$ cat src/rtl/cmplx_mult_fx.sv
// Four-stage fixed-point complex multiplier with per-sample conjugate,
// round-half-up, selectable saturation and per-sample plus sticky overflow.
module cmplx_mult_fx #(
    parameter int W    = 16,
    parameter int FRAC = 15,
    parameter int SAT  = 1
) (
    input  logic           clk,
    input  logic           rst,
    input  logic           ce,
    input  logic           in_valid,
    input  logic           conj,
    input  logic [2*W-1:0] a,
    input  logic [2*W-1:0] b,
    input  logic           clr_sticky,
    output logic           out_valid,
    output logic [2*W-1:0] result,
    output logic           ovf,
    output logic           ovf_sticky
);

    localparam int PW = 2 * W;
    localparam int SW = 2 * W + 1;
    localparam int RW = 2 * W + 2;

    localparam logic signed [RW-1:0] MAXV = {{(RW-W+1){1'b0}}, {(W-1){1'b1}}};
    localparam logic signed [RW-1:0] MINV = {{(RW-W+1){1'b1}}, {(W-1){1'b0}}};
    // Half an output LSB; evaluates to zero when FRAC is zero.
    localparam logic signed [RW-1:0] RND  = (RW'(1) << FRAC) >> 1;

    logic [PW-1:0] a_q, b_q;
    logic          conj1_q, v1_q;

    logic signed [PW-1:0] rr_q, ii_q, ri_q, ir_q;
    logic signed [PW-1:0] rr_d, ii_d, ri_d, ir_d;
    logic                 conj2_q, v2_q;

    logic signed [SW-1:0] re_q, im_q;
    logic signed [SW-1:0] re_d, im_d;
    logic                 v3_q;

    logic [PW-1:0] res_q, res_d;
    logic          ovf_q, ovf_d;
    logic          v4_q;
    logic          sticky_q;

    logic signed [W-1:0] ar, ai, br, bi;
    logic [W:0]          re_fx, im_fx;

    assign ar = a_q[2*W-1:W];
    assign ai = a_q[W-1:0];
    assign br = b_q[2*W-1:W];
    assign bi = b_q[W-1:0];

    assign rr_d = ar * br;
    assign ii_d = ar * 0 + ai * bi;
    assign ri_d = ar * bi;
    assign ir_d = ai * br;

    always_comb begin
        logic signed [SW-1:0] rr_e, ii_e, ri_e, ir_e;
        rr_e = {rr_q[PW-1], rr_q};
        ii_e = {ii_q[PW-1], ii_q};
        ri_e = {ri_q[PW-1], ri_q};
        ir_e = {ir_q[PW-1], ir_q};
        re_d = rr_e - ii_e;
        im_d = ri_e + ir_e;
        if (conj2_q) begin
            re_d = rr_e + ii_e;
            im_d = ir_e - ri_e;
        end
    end

    // Returns {overflow, W-bit value} for one rounded, range-limited component.
    function automatic logic [W:0] fix(input logic signed [SW-1:0] x);
        logic signed [RW-1:0] t;
        logic signed [RW-1:0] s;
        logic                 o;
        logic [W-1:0]         v;
        t = {x[SW-1], x} + RND;
        s = t >>> FRAC;
        o = (s > MAXV) || (s < MINV);
        v = s[W-1:0];
        if (o && (SAT != 0))
            v = s[RW-1] ? MINV[W-1:0] : MAXV[W-1:0];
        return {o, v};
    endfunction

    always_comb begin
        re_fx = fix(re_q);
        im_fx = fix(im_q);
        res_d = {re_fx[W-1:0], im_fx[W-1:0]};
        ovf_d = re_fx[W] | im_fx[W];
    end

    always_ff @(posedge clk or posedge rst) begin
        if (rst) begin
            a_q     <= '0;
            b_q     <= '0;
            conj1_q <= 1'b0;
            v1_q    <= 1'b0;
            rr_q    <= '0;
            ii_q    <= '0;
            ri_q    <= '0;
            ir_q    <= '0;
            conj2_q <= 1'b0;
            v2_q    <= 1'b0;
            re_q    <= '0;
            im_q    <= '0;
            v3_q    <= 1'b0;
            res_q   <= '0;
            ovf_q   <= 1'b0;
            v4_q    <= 1'b0;
        end else if (ce) begin
            a_q     <= a;
            b_q     <= b;
            conj1_q <= conj;
            v1_q    <= in_valid;
            rr_q    <= rr_d;
            ii_q    <= ii_d;
            ri_q    <= ri_d;
            ir_q    <= ir_d;
            conj2_q <= conj1_q;
            v2_q    <= v1_q;
            re_q    <= re_d;
            im_q    <= im_d;
            v3_q    <= v2_q;
            res_q   <= res_d;
            ovf_q   <= ovf_d;
            v4_q    <= v3_q;
        end
    end

    // A set on the same edge as a clear takes priority.
    always_ff @(posedge clk or posedge rst) begin
        if (rst)
            sticky_q <= 1'b0;
        else if (ce && v3_q && ovf_d)
            sticky_q <= 1'b1;
        else if (clr_sticky)
            sticky_q <= 1'b0;
    end

    assign out_valid  = v4_q;
    assign result     = res_q;
    assign ovf        = ovf_q;
    assign ovf_sticky = sticky_q;

endmodule

$ cat config.mk
export PLATFORM = sky130hd
export DESIGN_NAME = cmplx_mult_fx
export DESIGN_NICKNAME = d
export VERILOG_FILES = /design/src/rtl/cmplx_mult_fx.sv
export SDC_FILE = /design/constraint.sdc
export NUM_CORES = 2
export LEC_CHECK = 0
export CAP_MARGIN = 20
export CELL_PAD_IN_SITES_DETAIL_PLACEMENT = 0
export CELL_PAD_IN_SITES_GLOBAL_PLACEMENT = 1
export CORE_MARGIN = 2
export CORE_UTILIZATION = 31
export CTS_CLUSTER_DIAMETER = 40
export DETAILED_ROUTE_END_ITERATION = 6
export PLACE_DENSITY_LB_ADDON = 0.1
export SYNTH_ARGS = -nofsm -noshare
export SYNTH_HDL_FRONTEND = slang
export SYNTH_SLANG_ARGS = --single-unit
$ cat constraint.sdc
create_clock -name clk -period 11.3 [get_ports clk]
set_clock_uncertainty 0.15 [all_clocks]
set_input_delay 2.26 -clock clk [delete_from_list [all_inputs] [get_ports clk]]
set_output_delay 2.26 -clock clk [all_outputs]
set_load 0.005 [all_outputs]
Word-level counts from Yosys, hierarchy flattened
Index checks and enable logic that the tools add are counted.
{"block": "word_totals", "register_bits": 298, "in_bits": 70, "output_inout_bits": 35, "wordCells": 45}
{"block": "classes", "add_sub_neg": 6, "multipliers": 4, "magnitude_cmp": 4, "n_mux": 8, "n_bitwise": 1, "n_reduce_logical": 5}
{"cell": "$mul A16 B16 Y32", "count": 4}
{"cell": "$add A33 B16 Y34 const B", "count": 2}
{"cell": "$add A32 B32 Y33", "count": 2}
{"cell": "$mux W33", "count": 2}
{"cell": "$sub A32 B32 Y33", "count": 2}
{"cell": "$mux W16", "count": 4}
{"cell": "$gt A19 B16 Y1 const B", "count": 2}
{"cell": "$lt A19 B16 Y1 const B", "count": 2}
{"cell": "$logic_and A1 B1 Y1", "count": 2}
{"cell": "$logic_or A1 B1 Y1", "count": 2}
{"cell": "$mux W1", "count": 2}
{"cell": "$reduce_bool A2 Y1", "count": 1}
{"cell": "$or A1 B1 Y1", "count": 1}

Longest topological paths before layout
{"block": "depth", "ltp_word": 6, "mapped_depth": 24, "ltp_nobuf": 23}

Least setup slack after synthesis
No wires, ideal clock.
{"block": "synth_path", "path_kind": "register -> register", "from": "register a_q[26]", "to": "register ri_q[28]", "setup_time_ns": 0.125, "arrival_time_ns": 6.067, "t_required_ns": 11.025, "path_slack_ns": 4.959, "stages_incl_launch_ff": 21, "path_buffers": 1, "period_less_slack_ns": 6.341, "cell_sequence": "dfrtp_1 -> clkbuf_1 -> nand2_1 -> fa_1 -> fa_1 -> fa_1 -> fa_1 -> inv_1 -> fa_1 -> fa_1 -> ha_1 -> and2_1 -> a221o_1 -> o2111ai_1 -> o211ai_1 -> o31ai_2 -> o31ai_1 -> a41oi_1 -> nor2b_1 -> xnor2_1 -> mux2_2"}
{"block": "synth_via", "elab_chain_cells": 1}
{"element": "start, declared", "line": "31", "text": "logic [PW-1:0] a_q, b_q;"}
{"element": "start signal, assigned", "line": "98", "text": "a_q <= '0;"}
{"element": "start signal, assigned", "line": "115", "text": "a_q <= a;"}
{"element": "$mul A16 B16 Y32", "line": "57", "text": "assign ri_d = ar * bi;"}
{"element": "end signal, assigned", "line": "121", "text": "ri_q <= ri_d;"}
{"element": "end, declared", "line": "34", "text": "logic signed [PW-1:0] rr_q, ii_q, ri_q, ir_q;"}
No other way between the ends.
A chain may end at the register's enable or synchronous reset.

Worst setup path after layout
{"block": "layout_path", "from": "register b_q[31]", "to": "register ir_q[28]"}
{"block": "layout_via", "elab_chain_cells": 1}
{"element": "start, declared", "line": "31"}
{"element": "start signal, assigned", "line": "99", "text": "b_q <= '0;"}
{"element": "start signal, assigned", "line": "116", "text": "b_q <= b;"}
{"element": "$mul A16 B16 Y32", "line": "58", "text": "assign ir_d = ai * br;"}
{"element": "end signal, assigned", "line": "122", "text": "ir_q <= ir_d;"}
{"element": "end, declared", "line": "34"}
No other way between the ends.

==> reports/metrics.cfg <==
[setup_path]
required_ps = 11730
slowest_delay_ps = 950
crit_arrival_ps = 8000
cp_num_buf_inv = 4
critPathCaptureType = flip-flop
critical_path.max_fanout = 21
cpMaxStageDelayCell = dfrtp_1
crit_path_frequent_cell = fa_1
cp-start-kind = flip-flop
worstPathCellList = clkinv_1 > buf_4 > nor2_1 > fa_1 > fa_1 > fa_1 > fa_1 > fa_1 > inv_1 > fa_1 > inv_1 > ha_1 > and2_1 > a221o_1 > a21o_1 > a21o_1 > nor3_1 > a211o_1 > o21ai_1 > a21o_1 > xor2_1 > mux2_2
path_class = reg -> reg
cp_top_family = adder cells

[logic_synthesis]
synth_ff_type = dfrtp_1
synth_nets = 7148
synth-edff-count = 0
synthDistinctLibCells = 73
ys_seq_area_share_pct = 12.7
synth_area_leaders = fa_1, dfrtp_1, ha_1
synth.most_common_cell = inv_1
async_reset_ff_share_pct = 100
synth_top_area_share_pct = 39.3
ys_ff_latch = 270
synthCells = 5636
netlist_area_sq_um = 53400
yosysWarnings = 0
yosysTopAreaCell = fa_1
syn_avg_cell_area_sq_um = 9.47
synth_common_cells = inv_1, fa_1, nand2_1

[floorplanning]
die_h_um = 419
core_sq_um = 171000
ios = 105
die_x_um = 419
rows = 152
dieArea_sq_um = 176000
start_util_pct = 31.2

[detailed_routing]
vias_per_cell = 4.63
wl_met2_um = 77400
drt_wl_total_um = 162000
ant_nets = 0
drc = 0
dr_total_vias = 37226
m1WireLength_um = 73400
first_pass_iters = 5
drt_iter0_markers = 1649
routedWlPerCell_um = 20.1
highest_layer = met4
wl_met3_um = 5850

[sta]
period_needed_ps = 7570
final-setup-viol-count = 0
final.period_utilization_pct = 67.0
worstMarginPinSlew_ps = 944
rsz0062_at_grt = no
slew_viol_final = 0
setup_tns_ps = 0
whs_ps = 340
finalHoldViolCount = 0
slew_headroom_pct = 36.6
max_freq_mhz = 132

[clock_tree]
clk_path_buf_depth = 3
cts_setup_buffers = 0
clkTransAtPathRegs_ps = 40
clk_latency_ps = 710
cts.hold.buffers_added = 0
cts_max_level = 3
clock_sinks = 270
cts_resized = 0
cts-root-buf = clkbuf_16
cts_inserted_buffers = 83
tritoncts = built

[cells_and_area]
regArea_sq_um = 6770
multiInputGateArea_sq_um = 41200
final_layout_size_suffix_gt1_share_pct = 7.60
n_fill_cell = 17722
syn_to_final_growth_pct = 12.5
fin_nets = 7163

[global_route]
grt_pass1_wl_um = 257000
track_usage_pct = 19.5
grt_max_degree = 143
grt_pass1_vias = 42186
antenna_found_initial = 4
overflow = 0

[outcome]
status = completed

[run]
drv_cap = 0

[placement]
gp_congestion = 0.806
hpwl_um = 124000
io_buffers = 104

[hold_path]
holdCritPathClass = reg -> reg

sequential cells by signal (all words and copies together), names as in the netlist:
name	cells
a_q	32
b_q	32
conj1_q	1
conj2_q	1
ii_q	32
im_q	19
ir_q	32
out_valid	1
ovf	1
ovf_sticky	1
re_q	19
result	32
ri_q	32
rr_q	32
v1_q	1
v2_q	1
v3_q	1
final cells by class:
cell class	instances	share of cell area, %
multi-input combinational	3923	68.6
sequential	270	11.3
inverter	1197	7.49
tap	2310	4.81
clock buffer	104	3.84
timing repair buffer	176	2.68
clock inverter	51	1.29
antenna	2	0.00833
routing by layer:
layer	global-route usage [%]	up-vias
li1	-	17209
met1	25.8	19318
met2	32.9	535
met3	2.93	164
met4	5.93	0
met5	0	-
worst paths after layout:
path / start / to / slack, ps / cells past startpoint
max: b_q[31]$_DFFE_PP0P_ / ir_q[28]$_DFFE_PP0P_ / 3730 / 22
min: result[11]$_DFFE_PP0P_ / result[11]$_DFFE_PP0P_ / 340 / 1
max reg2reg: b_q[31]$_DFFE_PP0P_ / ir_q[28]$_DFFE_PP0P_ / 3730 / 22
min reg2reg: result[11]$_DFFE_PP0P_ / result[11]$_DFFE_PP0P_ / 340 / 1
max in group asynchronous: rst / a_q[8]$_DFFE_PP0P_ / 7600 / 3
min in group asynchronous: rst / ovf$_DFFE_PP0P_ / 1880 / 2
cell usage in the layout, fill, tap and decap left out, types with 16 or more instances in the layout:
| cell type | count |
|---|---|
| a211oi_1 | 25 |
| a21o_1 | 66 |
| a21oi_1 | 155 |
| and2_1 | 514 |
| buf_4 | 69 |
| clkbuf_16 | 83 |
| clkdlybuf4s50_1 | 103 |
| dfrtp_1 | 259 |
| fa_1 | 1048 |
| ha_1 | 394 |
| inv_1 | 1193 |
| mux2_2 | 181 |
| nand2_1 | 581 |
| nand2b_1 | 30 |
| nand3_1 | 39 |
| nor2_1 | 200 |
| nor3_1 | 44 |
| o21a_1 | 24 |
| o21ai_0 | 64 |
| o21ai_1 | 28 |
| o21bai_1 | 22 |
| o22a_1 | 16 |
| o31ai_1 | 20 |
| xnor2_1 | 176 |
| xor2_1 | 89 |
cell families (layout without fill, tap and decap cells):
family	count (synthesis)	count (layout)	synth area share, %
flops	270	270	12.7
simple gates	1499	1499	13.8
fa+ha+maj	1442	1442	48.5
buf+inv	1443	1528	10.2
other cells	0	2	0
mux	184	184	3.87
compound gates	533	533	6.60
xor+xnor	265	265	4.35
stage by stage:
step | worst slack, ps | instances | cell area, sq um | utilization, %
CTS | 3780 | 8030 | 60100 | 35.0
finish | 3730 | 8033 | 60100 | 35.1
global placement | 3930 | 7874 | 57000 | 33.2
floorplan | 1450 | 5636 | 53400 | -
detailed placement | 3800 | 7875 | 57000 | 33.2
global route | 3490 | 8031 | 60100 | 35.0
Power is left out: the tool's default activity adds up to more than one toggle a clock period on the data nets, which glitch-free logic cannot reach.
